## src/rtl/sqrt_pkg.sv

```systemverilog
// Shared definitions for the iterative integer square-root block:
// state encodings and the default radicand width.
package sqrt_pkg;

    localparam int DEFAULT_WIDTH = 16;

    typedef enum logic [1:0] {
        S_IDLE = 2'b00,
        S_CALC = 2'b01,
        S_DONE = 2'b11
    } sqrt_state_t;

endpackage

```

## src/rtl/sqrt_step.sv

```systemverilog
// One restoring square-root digit step: bring in the next radicand bit pair,
// try to subtract (4*root + 1), and append the resulting root bit.
module sqrt_step #(
    parameter int RW = 8
) (
    input  logic [RW+1:0] rem,
    input  logic [RW-1:0] root,
    input  logic [1:0]    pair,
    output logic [RW+1:0] rem_next,
    output logic [RW-1:0] root_next
);

    logic [RW+1:0] rem_sh;
    logic [RW+1:0] trial;
    logic          fits;

    // RW+2 bits hold both operands: before the final step the partial root has
    // at most RW-1 significant bits and the remainder at most RW.
    always_comb begin
        rem_sh    = (rem << 2) | {{RW{1'b0}}, pair};
        trial     = ({2'b00, root} << 2) | {{(RW+1){1'b0}}, 1'b1};
        fits      = (rem_sh >= trial);
        rem_next  = fits ? (rem_sh - trial) : rem_sh;
        root_next = (root << 1) | {{(RW-1){1'b0}}, fits};
    end

endmodule

```

## src/rtl/sqrt_iter.sv

```systemverilog
// Iterative unsigned integer square root: one root bit per clock, RW = WIDTH/2
// steps per result, with abort and zero-bubble back-to-back operation.
module sqrt_iter
    import sqrt_pkg::*;
#(
    parameter int WIDTH = DEFAULT_WIDTH
) (
    input  logic              clk,
    input  logic              rst,
    input  logic              start_i,
    input  logic              abort_i,
    input  logic [WIDTH-1:0]  radicand_i,
    output logic              ready_o,
    output logic              busy_o,
    output logic              done_o,
    output logic [WIDTH/2-1:0] root_o,
    output logic [WIDTH/2:0]   rem_o
);

    localparam int RW = WIDTH / 2;
    localparam int CW = $clog2(RW);

    generate
        if ((WIDTH % 2) != 0 || WIDTH < 4) begin : g_bad_width
            $error("sqrt_iter: WIDTH must be even and at least 4");
        end
    endgenerate

    sqrt_state_t   state;
    logic [CW-1:0] cnt;
    logic [WIDTH-1:0] rad_q;
    logic [RW-1:0] root_q;
    logic [RW+1:0] rem_q;

    logic [RW+1:0] rem_next;
    logic [RW-1:0] root_next;

    sqrt_step #(
        .RW (RW)
    ) u_step (
        .rem       (rem_q),
        .root      (root_q),
        .pair      (rad_q[WIDTH-1:WIDTH-2]),
        .rem_next  (rem_next),
        .root_next (root_next)
    );

    always_ff @(posedge clk) begin
        if (rst) begin
            state  <= S_IDLE;
            cnt    <= '0;
            rad_q  <= '0;
            root_q <= '0;
            rem_q  <= '0;
            root_o <= '0;
            rem_o  <= '0;
        end else begin
            case (state)
                S_IDLE, S_DONE: begin
                    if (start_i) begin
                        rad_q  <= radicand_i;
                        root_q <= '0;
                        rem_q  <= '0;
                        cnt    <= CW'(RW - 1);
                        state  <= S_CALC;
                    end else begin
                        state  <= S_IDLE;
                    end
                end
                S_CALC: begin
                    // Abort beats any start seen in the same cycle.
                    if (abort_i) begin
                        state  <= S_IDLE;
                        root_o <= '0;
                        rem_o  <= '0;
                    end else begin
                        root_q <= root_next;
                        rem_q  <= rem_next;
                        rad_q  <= rad_q << 2;
                        cnt    <= cnt - 1'b1;
                        if (cnt == '0) begin
                            state  <= S_DONE;
                            root_o <= root_next;
                            rem_o  <= rem_next[RW:0];
                        end
                    end
                end
                default: state <= S_IDLE;
            endcase
        end
    end

    assign ready_o = (state == S_IDLE) || (state == S_DONE);
    assign busy_o  = (state == S_CALC);
    assign done_o  = (state == S_DONE);

endmodule

```

## config.mk

```make
export PLATFORM = sky130hd
export DESIGN_NAME = sqrt_iter
export DESIGN_NICKNAME = d
export VERILOG_FILES = /design/src/rtl/sqrt_pkg.sv /design/src/rtl/sqrt_step.sv /design/src/rtl/sqrt_iter.sv
export SDC_FILE = /design/constraint.sdc
export NUM_CORES = 1
export LEC_CHECK = 0
export BUFFER_PORTS_ARGS = -buffer_cell sky130_fd_sc_hd__buf_2
export CORE_MARGIN = 5
export CORE_UTILIZATION = 45
export CTS_BUF_LIST = sky130_fd_sc_hd__clkbuf_8
export DETAILED_ROUTE_END_ITERATION = 6
export GPL_ROUTABILITY_DRIVEN = 0
export GPL_TIMING_DRIVEN = 0
export PLACE_DENSITY = 0.64
export SLEW_MARGIN = 30
export SYNTH_ARGS = -nofsm -noshare
export SYNTH_HDL_FRONTEND = slang
export SYNTH_SLANG_ARGS = --single-unit
```

## constraint.sdc

```tcl
create_clock -name clk -period 1.79 [get_ports clk]
set_clock_uncertainty 0.1 [all_clocks]
set_input_delay 0.0895 -clock clk [delete_from_list [all_inputs] [get_ports clk]]
set_output_delay 0.0895 -clock clk [all_outputs]
set_load 0.02 [all_outputs]
```

==> impl.org <==
** Route
- Routed length per instance :: ~15 um
- Using the TritonRoute via totals, the vias-per-cell ratio works out to 5.417.
- Number of design-rule violations left by the first detailed-router iteration :: just over 80
- The routed design has 6698 um of wire.
- DRC violations left :: 0
- Once detail routing completed, the nets flagged for antenna violations numbered 0.
- The detailed router placed 2,362 vias in this run.
- Iteration count of the initial detailed-routing pass :: 4

** Pwr
- The design draws 3.219 mW.
- Total leakage power :: roughly 1.5 nW
- IR analysis of the VDD net gives a maximum drop of 0.5244 mV.
- PwrDens :: 890.8 nW/um2

** Cells and area
- Post-Layout Cell Count :: 436
- The sequential cells in the finished layout cover a total of 1110 um2.
- Post-Route Utilization :: 62.13%
- The multi-input combinational cells in the finished layout cover a total of 1749 um2.
- Final antenna diode count :: 0
- Commonest cells after routing, fill and taps aside :: sky130_fd_sc_hd__nor2_1, sky130_fd_sc_hd__buf_2, sky130_fd_sc_hd__dfxtp_1
- The net count of the finished layout is 395.
- Counting the fill cells in the layout gives 522.
- Share of final-layout standard cells stronger than drive strength 1 :: 39.89%
- After routing the design area is 3613 um2.
- Leaving out fill and tap cells, the most frequent cell in the layout is sky130_fd_sc_hd__nor2_1.
- Area growth from synthesis to layout :: 36.42%

** Clock network
- The clock passes through at most 2 buffers.
- Clock tree synthesis inserted a total of 5 buffers.
- Clock latency on the worst-skew pair, taken at its later pin, is 310 ps.
- The H-tree generated during clock tree synthesis spans 2 levels.
- The root buffer cell chosen for the clock tree is sky130_fd_sc_hd__clkbuf_8.
- Clock-pin slew was measured on the worst setup and hold paths at roughly 100 ps.
- TritonCTS built the clock tree.
- Total clock sinks :: 54

** STA
- Setup violations remaining at the end of the flow were counted as 18.
- Setup repair after global routing could not meet its margin everywhere.
- Setup slack on the critical path of the routed design comes to -138.7 ps.
- The worst pin sits at a relative slew slack of 64.87%.
- Post-Route Setup TNS :: -1742 ps
- The number of max-slew violations in the final report came to 0.
- At the pin with the least slew margin, the transition time is 526.9 ps.
- Hold timing on the final database bottoms out at a slack of ~4.6 ps.
- The hold violation count in the final report is 0.
- Based on the critical path, the design can be clocked at up to between 0.5 and 0.6 GHz.
- In the finished design, the share of the clock period the worst path needs comes to 107.8%.
- The worst path in the final design needs a cycle of 1929 ps, including I/O delays and setup.

** Critical path
- Data required time at the worst endpoint :: 1900 ps
- STA classifies the critical path startpoint as a flop.
- The number of cells on the worst reg-to-reg path is 9.
- The worst register-to-register path begins at root_q[4].
- The critical path is of the reg -> reg type.
- In this run the worst path has a maximum fanout of 7.
- Worst Path Arrival :: 2040 ps
- In this run the register-to-register setup slack is -140 ps.
- Largest stage delay, worst path :: 350 ps
- Slowest stage cell, crit path :: sky130_fd_sc_hd__dfxtp_2
- Kind of end point of the critical path :: flop
- Ordered cell list for the critical path :: inv_2 > ha_4 > o21ai_4 > nor4b_4 > a21oi_4 > buf_12 > buf_6 > xnor2_2 > a22o_1
- The endpoint identified for the worst register-to-register timing path is rem_o[0].

** Logic synthesis
- Fraction of synthesis flops using an asynchronous set or reset pin :: 0%
- The number of nets in the synthesized netlist is between 300 and 400.
- Average size of a mapped cell :: 9.071 um2
- #FFs+latches synth :: 54
- Of the synthesized area, sequential elements account for 40.81%.
- In the synthesized netlist the dominant register cell turns out to be sky130_fd_sc_hd__dfxtp_1.
- Synthesis produced roughly 290 cells.
- Yosys printed 0 warnings.
- The synthesized design contains 0 enable-type register cells.
- Sorting the synthesized cells by area gives the leading types as sky130_fd_sc_hd__dfxtp_1, sky130_fd_sc_hd__mux2i_1, sky130_fd_sc_hd__ha_1, sky130_fd_sc_hd__nor2_1, sky130_fd_sc_hd__a211oi_1.
- Syn Std Cell Area :: 2649 um2
- Post-synth top area cell :: sky130_fd_sc_hd__dfxtp_1
- The top cell type by area accounts for 40.81% of the synthesized area.
- Number of distinct standard cells referenced by the synthesized netlist :: 46

** Floorplanning
- After floorplanning, the core was sized to cover 5816 um2.
- Initial cell density of the core :: a little under half
- Number of ports placed on the die boundary :: 40
- Die boundary width :: ~87 um
- The floorplan step defined a die boundary enclosing 7520 um2.
- The floorplan has 28 rows.
- The die is between 80 and 90 um tall.

** Run status
- The final reports fail on negative setup slack.
- Result of the run :: finished with violations

** Min path
- Worst-case hold path end point :: rad_q[3]
- Instance count along the most critical hold path :: 3
- The worst hold path begins at radicand_i[3].
- The worst hold path belongs to the class in -> reg.

** Global route
- The first global-routing pass estimated 10,710 um of wire.
- The number of global-route vias before repair is 2,248.
- Maximum number of pins on one net before global-route repair :: 18
- Total global routing track utilization :: roughly 18%
- Grt total ovfl :: 0
- The initial antenna violation count is 0.

** Place
- Half-perimeter wire length after placement :: 4583 um
- After detailed placement, the total cell area comes to 3034 um2.
- Placed instance count :: 406
- In this run the tool buffered the top-level ports with 39 buffer cells.
- At the placement stage, the worst setup path has a slack of -350.4 ps.

** Run
- Maximum Capacitance Violations :: 0
worst max-delay path by stage:
stage               end  depth (start not counted)  startpoint
3_3_place_gp   rem_o[5]                          8   root_q[1]
6_report       rem_o[0]                          9   root_q[4]
4_1_cts        rem_o[0]                          9   root_q[4]
2_1_floorplan  rem_o[5]                          9   root_q[2]
3_5_place_dp   rem_o[5]                          8   root_q[1]
5_1_grt        rem_o[7]                          9   root_q[4]
final cells by class:
type / instances / area share, %
timing repair buffer: 64 / 11.39
buffer: 13 / 2.909
clock buffer: 5 / 1.904
multi-input combinational: 207 / 48.41
sequential: 54 / 30.71
tap: 75 / 2.597
inverter: 15 / 1.558
clock inverter: 3 / 0.5194
registers in the layout, indices dropped and copies added, names as in the netlist:
register and flops:
rad_q 16, rem_o 9, rem_q 8, cnt 3, root_o 8, root_q 8
state 2
critical path, delay by kind of cell, from the launching register on:
family | cells | cell delay (ps)
fa+ha+maj | 1 | 280
xor+xnor | 1 | 130
simple gates | 1 | 300
flops | 1 | 350
buf+inv | 3 | 310
compound gates | 3 | 340
cells by family after synthesis:
kind of cell,count (synthesis),synth area share (%)
compound gates,81,21.97
mux,19,7.180
simple gates,86,15.49
fa+ha+maj,15,7.085
flops,54,40.81
buf+inv,31,5.479
xor+xnor,6,1.984
Yosys cell counts (2+ instances only):
| cell type | count |
|---|---|
| sky130_fd_sc_hd__a211oi_1 | 16 |
| sky130_fd_sc_hd__a21oi_1 | 8 |
| sky130_fd_sc_hd__a221oi_1 | 2 |
| sky130_fd_sc_hd__a22o_1 | 4 |
| sky130_fd_sc_hd__a22oi_1 | 16 |
| sky130_fd_sc_hd__a32oi_1 | 5 |
| sky130_fd_sc_hd__buf_2 | 5 |
| sky130_fd_sc_hd__clkbuf_1 | 7 |
| sky130_fd_sc_hd__dfxtp_1 | 54 |
| sky130_fd_sc_hd__ha_1 | 15 |
| sky130_fd_sc_hd__inv_1 | 15 |
| sky130_fd_sc_hd__mux2i_1 | 19 |
| sky130_fd_sc_hd__nand2_1 | 16 |
| sky130_fd_sc_hd__nand2b_1 | 6 |
| sky130_fd_sc_hd__nor2_1 | 47 |
| sky130_fd_sc_hd__nor2b_1 | 3 |
| sky130_fd_sc_hd__nor3_1 | 5 |
| sky130_fd_sc_hd__o21ai_0 | 3 |
| sky130_fd_sc_hd__o21ai_1 | 12 |
| sky130_fd_sc_hd__o21ai_2 | 2 |
| sky130_fd_sc_hd__o31ai_1 | 3 |
| sky130_fd_sc_hd__xnor2_1 | 2 |
| sky130_fd_sc_hd__xor2_1 | 4 |
power by group:
group | switching (mW) | leakage, nW | internal [mW]
clock network | 0.428 | 0.0483 | 0.277
logic | 0.582 | 0.954 | 0.606
registers | 0.0490 | 0.449 | 1.28
total | 1.06 | 1.45 | 2.16
routing by layer:
layer / up-vias / global-route usage (%) / part of all wire (%)
li1: 1189 / - / -
met1: 1116 / 21.79 / 45
met2: 47 / 30.95 / 49
met3: 10 / 4.563 / 4.2
met4: 0 / 5.382 / 1.6
met5: - / 0 / 0
what timing repair did:
action	in CTS	in global routing
setup buffers	17	7
resized for setup	49	33
endpoints found under the setup margin	44	44
pin swaps	18	8
gates cloned	0	1
hold buffers	3	0
hold endpoints to repair	3	0
Power figures use the tool's default switching activity.
